==> src/rtl/pipelined_rca_adder_if.sv <==
// Valid/ready operand and result stream for the pipelined ripple-carry adder.
interface pipelined_rca_adder_if #(
  parameter int WIDTH = 16
);
  logic             in_valid;
  logic             in_ready;
  logic [WIDTH-1:0] a;
  logic [WIDTH-1:0] b;
  logic             cin;
  logic             sub;
  logic             out_valid;
  logic             out_ready;
  logic [WIDTH-1:0] sum;
  logic [WIDTH-1:0] cout;
  logic             ovf;

  modport master (
    output in_valid, a, b, cin, sub, out_ready,
    input  in_ready, out_valid, sum, cout, ovf
  );

  modport slave (
    input  in_valid, a, b, cin, sub, out_ready,
    output in_ready, out_valid, sum, cout, ovf
  );
endinterface

==> src/rtl/pipelined_rca_adder.sv <==
// WIDTH-bit add/subtract split into STAGES ripple slices, one slice per pipeline stage,
// with operand skew and result deskew registers and a global-stall valid/ready wrapper.
module pipelined_rca_adder #(
  parameter int WIDTH  = 16,
  parameter int STAGES = 4
) (
  input logic                  clk,
  input logic                  rst_n,
  pipelined_rca_adder_if.slave stream_io
);
  localparam int SW = WIDTH / STAGES;

  logic             stall;
  logic             accept;
  logic [WIDTH-1:0] bb0;
  logic             c0;

  // Whole pipeline freezes (bubbles included) while the head result is refused.
  assign stall              = stream_io.out_valid & ~stream_io.out_ready;
  assign stream_io.in_ready = ~stall;
  assign accept             = stream_io.in_valid & ~stall;
  assign bb0                = stream_io.sub ? ~stream_io.b : stream_io.b;
  assign c0                 = stream_io.sub | stream_io.cin;

  // Returns {carry out of each bit, sum bits} for one SW-bit ripple slice.
  function automatic logic [2*SW-1:0] rca_slice(input logic [SW-1:0] x,
                                                input logic [SW-1:0] y,
                                                input logic          ci);
    logic          c;
    logic [SW-1:0] s;
    logic [SW-1:0] co;
    c  = ci;
    s  = '0;
    co = '0;
    for (int i = 0; i < SW; i++) begin
      s[i]  = x[i] ^ y[i] ^ c;
      c     = (x[i] & y[i]) | (c & (x[i] ^ y[i]));
      co[i] = c;
    end
    return {co, s};
  endfunction

  for (genvar k = 0; k < STAGES; k++) begin : g_stage
    localparam int LO = k * SW;
    localparam int HI = LO + SW;

    logic            vld_d;
    logic            vld_q;
    logic [SW-1:0]   x_op;
    logic [SW-1:0]   y_op;
    logic            c_in;
    logic [2*SW-1:0] slice;
    logic [HI-1:0]   sum_d;
    logic [HI-1:0]   sum_q;
    logic [HI-1:0]   cout_d;
    logic [HI-1:0]   cout_q;

    if (k == 0) begin : g_head
      assign vld_d  = accept;
      assign x_op   = stream_io.a[SW-1:0];
      assign y_op   = bb0[SW-1:0];
      assign c_in   = c0;
      assign sum_d  = slice[SW-1:0];
      assign cout_d = slice[2*SW-1:SW];
    end else begin : g_body
      assign vld_d  = g_stage[k-1].vld_q;
      assign x_op   = g_stage[k-1].g_skew.a_q[HI-1:LO];
      assign y_op   = g_stage[k-1].g_skew.bb_q[HI-1:LO];
      assign c_in   = g_stage[k-1].cout_q[LO-1];
      assign sum_d  = {slice[SW-1:0], g_stage[k-1].sum_q};
      assign cout_d = {slice[2*SW-1:SW], g_stage[k-1].cout_q};
    end

    assign slice = rca_slice(x_op, y_op, c_in);

    always_ff @(posedge clk or negedge rst_n) begin
      if (!rst_n) begin
        vld_q  <= 1'b0;
        sum_q  <= '0;
        cout_q <= '0;
      end else if (!stall) begin
        vld_q  <= vld_d;
        sum_q  <= sum_d;
        cout_q <= cout_d;
      end
    end

    // Operand bits not yet consumed ride along until their slice executes.
    if (HI < WIDTH) begin : g_skew
      logic [WIDTH-1:HI] a_d;
      logic [WIDTH-1:HI] a_q;
      logic [WIDTH-1:HI] bb_d;
      logic [WIDTH-1:HI] bb_q;

      if (k == 0) begin : g_src_in
        assign a_d  = stream_io.a[WIDTH-1:HI];
        assign bb_d = bb0[WIDTH-1:HI];
      end else begin : g_src_prev
        assign a_d  = g_stage[k-1].g_skew.a_q[WIDTH-1:HI];
        assign bb_d = g_stage[k-1].g_skew.bb_q[WIDTH-1:HI];
      end

      always_ff @(posedge clk or negedge rst_n) begin
        if (!rst_n) begin
          a_q  <= '0;
          bb_q <= '0;
        end else if (!stall) begin
          a_q  <= a_d;
          bb_q <= bb_d;
        end
      end
    end
  end

  assign stream_io.out_valid = g_stage[STAGES-1].vld_q;
  assign stream_io.sum       = g_stage[STAGES-1].sum_q;
  assign stream_io.cout      = g_stage[STAGES-1].cout_q;

  if (WIDTH == 1) begin : g_ovf_1
    assign stream_io.ovf = g_stage[STAGES-1].cout_q[0];
  end else begin : g_ovf_n
    assign stream_io.ovf = g_stage[STAGES-1].cout_q[WIDTH-1] ^ g_stage[STAGES-1].cout_q[WIDTH-2];
  end
endmodule

==> src/flat_wrapper.sv <==
// flat-port wrapper written by rule: the top's interface ports become plain ports
module pipelined_rca_adder_flat 
#(
  parameter int WIDTH  = 16,
  parameter int STAGES = 4
)
  (clk, rst_n, stream_io_in_valid, stream_io_a, stream_io_b, stream_io_cin, stream_io_sub, stream_io_out_ready, stream_io_in_ready, stream_io_out_valid, stream_io_sum, stream_io_cout, stream_io_ovf);
  pipelined_rca_adder_if #(.WIDTH(WIDTH)) stream_io_i ();
  input logic clk;
  input logic rst_n;
  input wire logic [$bits(stream_io_i.in_valid)-1:0] stream_io_in_valid;
  input wire logic [$bits(stream_io_i.a)-1:0] stream_io_a;
  input wire logic [$bits(stream_io_i.b)-1:0] stream_io_b;
  input wire logic [$bits(stream_io_i.cin)-1:0] stream_io_cin;
  input wire logic [$bits(stream_io_i.sub)-1:0] stream_io_sub;
  input wire logic [$bits(stream_io_i.out_ready)-1:0] stream_io_out_ready;
  output wire logic [$bits(stream_io_i.in_ready)-1:0] stream_io_in_ready;
  output wire logic [$bits(stream_io_i.out_valid)-1:0] stream_io_out_valid;
  output wire logic [$bits(stream_io_i.sum)-1:0] stream_io_sum;
  output wire logic [$bits(stream_io_i.cout)-1:0] stream_io_cout;
  output wire logic [$bits(stream_io_i.ovf)-1:0] stream_io_ovf;
  assign stream_io_i.in_valid = stream_io_in_valid;
  assign stream_io_i.a = stream_io_a;
  assign stream_io_i.b = stream_io_b;
  assign stream_io_i.cin = stream_io_cin;
  assign stream_io_i.sub = stream_io_sub;
  assign stream_io_i.out_ready = stream_io_out_ready;
  assign stream_io_in_ready = stream_io_i.in_ready;
  assign stream_io_out_valid = stream_io_i.out_valid;
  assign stream_io_sum = stream_io_i.sum;
  assign stream_io_cout = stream_io_i.cout;
  assign stream_io_ovf = stream_io_i.ovf;
  pipelined_rca_adder #(.WIDTH(WIDTH), .STAGES(STAGES)) u_core (.clk(clk), .rst_n(rst_n), .stream_io(stream_io_i));
endmodule
==> config.mk <==
export PLATFORM = sky130hd
export DESIGN_NAME = pipelined_rca_adder_flat
export DESIGN_NICKNAME = d
export VERILOG_FILES = /design/src/rtl/pipelined_rca_adder_if.sv /design/src/rtl/pipelined_rca_adder.sv /design/src/flat_wrapper.sv
export SDC_FILE = /design/constraint.sdc
export NUM_CORES = 1
export LEC_CHECK = 0
export BUFFER_PORTS_ARGS = -buffer_cell sky130_fd_sc_hd__buf_2
export CAP_MARGIN = 15
export CORE_MARGIN = 3
export CORE_UTILIZATION = 45
export CTS_CLUSTER_DIAMETER = 100
export DETAILED_ROUTE_END_ITERATION = 10
export GPL_TIMING_DRIVEN = 0
export SYNTH_ARGS = -nofsm -noshare
export SYNTH_HDL_FRONTEND = slang
export SYNTH_SLANG_ARGS = --single-unit
==> constraint.sdc <==
create_clock -name clk -period 3.2 [get_ports clk]
set_clock_uncertainty 0.1 [all_clocks]
set_input_delay 0 -clock clk [delete_from_list [all_inputs] [get_ports clk]]
set_output_delay 0 -clock clk [all_outputs]
set_load 0.02 [all_outputs]
# Word-level counts from Yosys, hierarchy flattened
# Index checks and enable logic that the tools add are counted.
# totals
ff_bits,132
input_bits,38
out_inout_bits,35
wordCells,106
# classes
n_mux,1
bitwise_logic,87
# op_table
operator,n
$and A1 B1 Y1,34
$xor A1 B1 Y1,33
$or A1 B1 Y1,17
$mux W16,1
$not A16 Y16,1
$not A1 Y1,2

# Logic depth before layout (Yosys ltp)
# Gate-level depths: netlist of run 1.
# logic_depth
ltp_word,11
ltp_mapped,8
mapped_depth_nobuf,6

# Worst setup path before layout of run 1
# Ideal clock, no wire load.
# synth_timing
path_type,register to register
start,reg u_core.g_stage[1].g_skew.bb_q[8] in the netlist's numbering
end,reg u_core.g_stage[2].sum_q[11]
setup_time_ns,0.125
t_arrival_ns,2.504
path_slack_ns,0.471
stages_incl_launch_ff,6
path_buffers,0
path_cell_list,dfrtp_1 > fa_1 > fa_1 > fa_1 > fa_1 > mux2_2
# synth_between
elab_chain_cells,8
# synth_lines
element,line_no,source
from (decl),pipelined_rca_adder.sv:93,logic [WIDTH-1:HI] bb_q;
from (signal assigned),pipelined_rca_adder.sv:106,bb_q <= '0;
from (signal assigned),pipelined_rca_adder.sv:109,bb_q <= bb_d;
$xor A1 B1 Y1,pipelined_rca_adder.sv:37,c = (x[i] & y[i]) | (c & (x[i] ^ y[i]));
$and A1 B1 Y1,pipelined_rca_adder.sv:37,
$or A1 B1 Y1 (*),pipelined_rca_adder.sv:37,
net u_core.g_stage[2].cout_d[8],pipelined_rca_adder.sv:55,logic [HI-1:0] cout_d;
$and A1 B1 Y1 (*),pipelined_rca_adder.sv:37,
$or A1 B1 Y1 (*),pipelined_rca_adder.sv:37,
net u_core.g_stage[2].cout_d[9],pipelined_rca_adder.sv:55,
$and A1 B1 Y1 (*),pipelined_rca_adder.sv:37,
$or A1 B1 Y1 (*),pipelined_rca_adder.sv:37,
net u_core.g_stage[2].cout_d[10],pipelined_rca_adder.sv:55,
$xor A1 B1 Y1 (*),pipelined_rca_adder.sv:36,s[i] = x[i] ^ y[i] ^ c;
net u_core.g_stage[2].slice[3],pipelined_rca_adder.sv:52,logic [2*SW-1:0] slice;
to (signal assigned),pipelined_rca_adder.sv:83,sum_q <= sum_d;
to (decl),pipelined_rca_adder.sv:54,logic [HI-1:0] sum_q;
# The timed path passes the listed nets; every way through them passes the cells marked *.
# A chain may end at the register's enable or synchronous reset.

# Worst setup path in the final report of run 1
# layout_timing
start,in stream_io_sub
end,reg u_core.g_stage[0].sum_q[3]
# layout_between
elab_chain_cells,9
# layout_lines
element,line_no,source
from (decl),flat_wrapper.sv:15,input wire logic [$bits(stream_io_i.sub)-1:0] stream_io_sub;
$mux W16,pipelined_rca_adder.sv:22,assign bb0 = stream_io.sub ? ~stream_io.b : stream_io.b;
$xor A1 B1 Y1,pipelined_rca_adder.sv:37,
$and A1 B1 Y1,pipelined_rca_adder.sv:37,
$or A1 B1 Y1,pipelined_rca_adder.sv:37,
$and A1 B1 Y1,pipelined_rca_adder.sv:37,
$or A1 B1 Y1,pipelined_rca_adder.sv:37,
$and A1 B1 Y1,pipelined_rca_adder.sv:37,
$or A1 B1 Y1,pipelined_rca_adder.sv:37,
$xor A1 B1 Y1 (*),pipelined_rca_adder.sv:36,
to (signal assigned),pipelined_rca_adder.sv:83,
to (decl),pipelined_rca_adder.sv:54,
# Mark *: on every way between the ends. The rest lies on a longest branch, timed or not.

==> flow_summary.toml, run 1 <==
[outcome]
status = "finished clean"

[clock_network]
htreeDepth = 4
post_cts_buffers = 0
clkLatencyLatePin_ns = 0.41
clock-sinks = 132
cts_tree = "yes"
clock_path_buffers = 2
root_buffer = "clkbuf_16"
cts_made_buffers = 17
cts.clk_slew.worst_paths_ns = 0.06

[worst_setup_path]
rrSetupSlack_ns = 0.25
timing.rr.end = "u_core.g_stage[2].sum_q[11]"
cp-start-kind = "primary input"
worstPathMaxFanout = 10
critPathKind = "in2reg"
crit_arrival_ns = 3.22
crit_start = "stream_io_sub"
critPathRequiredTime_ns = 3.39
r2r_cells = 5
rr_startpoint = "u_core.g_stage[1].g_skew.bb_q[8]"
worst_setup_path_end_kind = "flop"

[cells_and_area]
drive_above_1_share_pct = 51.3
antennaDiodeCount = 0
postLayoutCellArea_um2 = 6970
layout.nets = 508
layout_commonest_cell = "dfrtp_1"
syn_to_final_growth_pct = 26.9
final_cell_mix = "dfrtp_1, mux2_2, buf_2"

[floorplanning]
ios = 73
coreArea_um2 = 11700
dieArea_um2 = 13600
initial_core_util_pct = 47.1
die_h_um = 117
die_w_um = 117
num_rows = 39

[synth]
synth_top_cell_by_area = "dfrtp_1"
synth_seq_area_share_pct = 60.1
ys.warnings.count = 0
synth_top_area_share_pct = 60.1
mappedNetlistArea_um2 = 5500
syn_avg_cell_area_um2 = 16.7
ys_seq_elements = 132
netlist_top_cells_area = "dfrtp_1, mux2_2, fa_1"
syn-instance-count = 330
synth.net_count = 384
ys_types = 16

[routing]
antenna_left = 0
drtPass1Iterations = 4
wirelength_mm = 10.2
via_count = 2993
viasPerCell = 4.91
wl_per_cell_um = 16.7
drt_iter0_markers = 111
drc = 0

[timing]
hold_viol = 0
rsz0062_at_grt = "false"
fmaxAchievable_mhz = 330
finalSetupViolations = 0
min_period_ns = 3.03
setup_tns_ns = 0
slew_headroom_pct = 59.6
period_share_pct = 94.7
worst_pin_slew_ns = 0.605
slew_viol_final = 0

[grt]
grt_pass1_wl_mm = 16.8
grt.total_usage_pct = 16.7
grt_overflow = 0
antenna_found_initial = 0
first_global_vias = 3247
grt_max_degree = 70

[min_path]
min_to = "u_core.g_stage[0].cout_q[3]"
whs_path_depth = 4
hp-class = "in2reg"
hold_start = "stream_io_b[3]"

[power_and_ir_drop]
ir_worst_vdd_v = 0.000429
p_per_area_nw_per_um2 = 1030
p_leak_nw = 3.11

[place]
place_congestion = 0.725
dp_hpwl_mm = 6.67
placed_area_um2 = 6060
port_buffers = 70

[run]
maxCapViolations = 0
-- per-stage QoR --
stage | hold slack, ns | std cells | utilization [%] | worst slack, ns | power [mW]
2_1_floorplan | -0.396 | 330 | - | 0.471 | 4.60
3_3_place_gp | 0.132 | 543 | 51.7 | 0.238 | 5.23
3_5_place_dp | -0.0631 | 544 | 52.0 | 0.238 | 5.32
4_1_cts | 0.00466 | 609 | 59.8 | 0.178 | 7.27
5_1_grt | 0.0292 | 609 | 59.8 | 0.0798 | 7.65
6_report | 0.00888 | 609 | 59.8 | 0.170 | 7.16
-- how the worst max path moves through the flow --
stage	slack [ns]	endpoint	cells after the start
global placement	0.24	u_core.g_stage[2].sum_q[11]	5
global route	0.08	u_core.g_stage[0].sum_q[3]	9
detailed placement	0.24	u_core.g_stage[2].sum_q[11]	5
finish	0.17	u_core.g_stage[0].sum_q[3]	9
floorplan	0.47	u_core.g_stage[2].sum_q[11]	5
CTS	0.18	u_core.g_stage[0].sum_q[3]	9
-- critical path: stages --
cell and delay (ns):
buf_2 0.23, buf_2 0.37, xnor2_1 0.15, fa_1 0.48, fa_1 0.44, fa_1 0.43, fa_1 0.50, dlygate4sd3_1 0.55
a21oi_1 0.06
-- state kept, by name (all words and copies together), names as in the netlist --
register / count
u_core.g_stage.vld_q: 3
u_core.g_stage.g_skew.bb_q: 24
u_core.stream_io.cout: 16
u_core.g_stage.cout_q: 24
u_core.stream_io.out_valid: 1
u_core.g_stage.sum_q: 24
u_core.g_stage.g_skew.a_q: 24
u_core.stream_io.sum: 16
-- Yosys cell counts (all sizes together) --
cell type  count
a21oi          8
buf           18
dfrtp        132
fa            16
inv            5
mux2         123
nand2b         1
nor2           1
nor2b          1
nor3b          8
xnor2          4
xor2          13
-- layer usage --
metal	vias up	global-route usage (%)	wire (um)	share of wire (%)
li1	1388	-	-	-
met1	1550	21.1	4430	44
met2	45	27.7	5290	52
met3	10	4.15	293	2.9
met4	0	7.03	152	1.5
met5	-	0	0	0
-- report_power, final --
| group | internal [mW] | total (mW) | switching, mW |
|---|---|---|---|
| clock | 1.22 | 1.86 | 0.640 |
| combinational | 1.35 | 2.41 | 1.07 |
| sequential | 2.45 | 2.88 | 0.431 |
| total | 5.02 | 7.16 | 2.14 |
-- cell families after synthesis --
kind of cell	Yosys count	share of synthesized area [%]
compound gates	8	0.728
xor+xnor	17	2.71
fa+ha+maj	16	5.83
buf+inv	23	2.66
flops	132	60.1
mux	123	26.6
simple gates	11	1.43
-- cell type report --
cell class / instances / area [um^2]
Clock buffer: 27 / 503
Fill cell: 905 / 4690
Timing Repair Buffer: 105 / 724
Multi-Input combinational cell: 175 / 2050
Sequential cell: 132 / 3300
Clock inverter: 4 / 70.1
Inverter: 5 / 18.8
Buffer: 18 / 128
Tap cell: 143 / 179
-- repair_timing --
item	in CTS	in global routing
resized for setup	0	0
hold buffers	34	0
hold endpoints to repair	108	0
Note: power is estimated with default switching activity, not from simulation.
==> inputs of run 2 (changes only) <==
- CTS_BUF_LIST: not set -> sky130_fd_sc_hd__clkbuf_8
==> flow_summary.toml, run 2 (synthesized netlist as in run 1, its figures left out) <==
[timing]
period_share_pct = 95.3
fmaxAchievable_mhz = 328
min_period_ns = 3.05
rsz0062_at_grt = "false"
finalSetupViolations = 0
worst_pin_slew_ns = 0.603
setup_tns_ns = 0
whs_ns = 0.0370
slew_viol_final = 0
slew_headroom_pct = 59.8
hold_viol = 0

[clock_network]
cts.clk_slew.worst_paths_ns = 0.07
cts_resized = 0
post_cts_buffers = 0
clkLatencyLatePin_ns = 0.42
root_buffer = "clkbuf_8"
clock_path_buffers = 2
cts_tree = "yes"
clock-sinks = 132
cts_made_buffers = 17
htreeDepth = 4

[floorplanning]
ios = 73
die_w_um = 117
die_h_um = 117
coreArea_um2 = 11700
initial_core_util_pct = 47.1
num_rows = 39
dieArea_um2 = 13600

[power_and_ir_drop]
p_per_area_nw_per_um2 = 963
ir_worst_vdd_v = 0.000404
p_leak_nw = 3.09
p_switching_mw = 2.06
pwr-share-seq_pct = 43.5
power.total_mw = 6.63
switching_share_pct = 31.1
clockPowerShare_pct = 19.9
p_comb_share_pct = 36.6
intPower_mw = 4.56

[routing]
wirelength_mm = 10.1
viasPerCell = 4.89
drt_iter0_markers = 101
antenna_left = 0
via_count = 3028
drtPass1Iterations = 4
wl_per_cell_um = 16.4
drc = 0

[outcome]
status = "finished clean"

[grt]
grt_pass1_wl_mm = 17.0
antenna_found_initial = 0
grt_overflow = 0
first_global_vias = 3256
grt_max_degree = 70
grt.total_usage_pct = 16.9

[worst_setup_path]
critPathRequiredTime_ns = 3.41
cp-start-kind = "primary input"
critPathKind = "in2reg"
crit_arrival_ns = 3.25
worstPathMaxFanout = 2
worst_setup_path_end_kind = "flop"
r2r_cells = 5

[cells_and_area]
layout.cells.non_filler = 619
drive_above_1_share_pct = 50.2
layout.nets = 518
antennaDiodeCount = 0
syn_to_final_growth_pct = 25.2
final_cell_mix = "dfrtp_1, mux2_2, buf_2"
layout_commonest_cell = "dfrtp_1"

[run]
maxCapViolations = 0

[place]
place_inst = 544
place_congestion = 0.725
dp_hpwl_mm = 6.67
port_buffers = 70

[min_path]
hp-class = "in2async"
run 2: power groups by stage:
stage,sequential (mW),combinational (mW),clock (mW)
after global placement,2.89,2.34,0
after CTS,2.89,2.48,1.37
after global routing,3.00,2.67,1.47
final,2.88,2.43,1.32
after detailed placement,2.92,2.40,0
after floorplan,3.06,1.54,0
run 2: worst max-delay path: stages:
cell           delay [ns]
dlygate4sd3_1        0.53
buf_2                0.12
xnor2_1              0.13
fa_1                 0.48
fa_1                 0.45
fa_1                 0.43
fa_1                 0.50
dlygate4sd3_1        0.55
a21oi_1              0.06
run 2: worst paths after layout:
check | slack, ns | startpoint | end
setup / recovery | 0.15 | stream_io_b[0] | u_core.g_stage[0].sum_q[3]
hold / removal | 0.04 | rst_n | u_core.stream_io.sum[3]
setup reg to reg | 0.28 | u_core.g_stage[1].g_skew.bb_q[8] | u_core.g_stage[2].sum_q[11]
hold reg to reg | 0.38 | u_core.g_stage[2].vld_q | u_core.stream_io.out_valid
max in group asynchronous | 2.22 | rst_n | u_core.g_stage[2].sum_q[9]
min in group clk | 0.04 | stream_io_sub | u_core.g_stage[0].g_skew.bb_q[6]
run 2: per-stage QoR:
| stage | util (%) | area (um^2) | setup slack [ns] |
|---|---|---|---|
| final | 59.0 | 6880 | 0.151 |
| after detailed placement | 52.0 | 6060 | 0.238 |
| after global placement | 51.7 | 6030 | 0.238 |
| after CTS | 59.0 | 6880 | 0.207 |
| after floorplan | - | 5500 | 0.471 |
| after global routing | 59.0 | 6880 | 0.117 |
run 2: timing repair:
item / in CTS / in global routing
setup endpoints to repair: 0 / 0
hold buffers: 44 / 0
hold endpoints to repair: 165 / 0
run 2: final cells by class:
class                      instances  area, um^2
tap                              143         179
clock buffer                      21         289
multi-input combinational        175        2050
inverter                           5        18.8
sequential                       132        3300
buffer                            18         128
clock inverter                    10        92.6
timing repair buffer             115         825
fill                             925        4780
run 2: routing by layer:
layer  global-route usage [%]  part of all wire [%]
met1                     21.5                    43
met2                     27.4                    52
met3                     4.30                   3.1
met4                     7.57                   2.0
met5                        0                     0
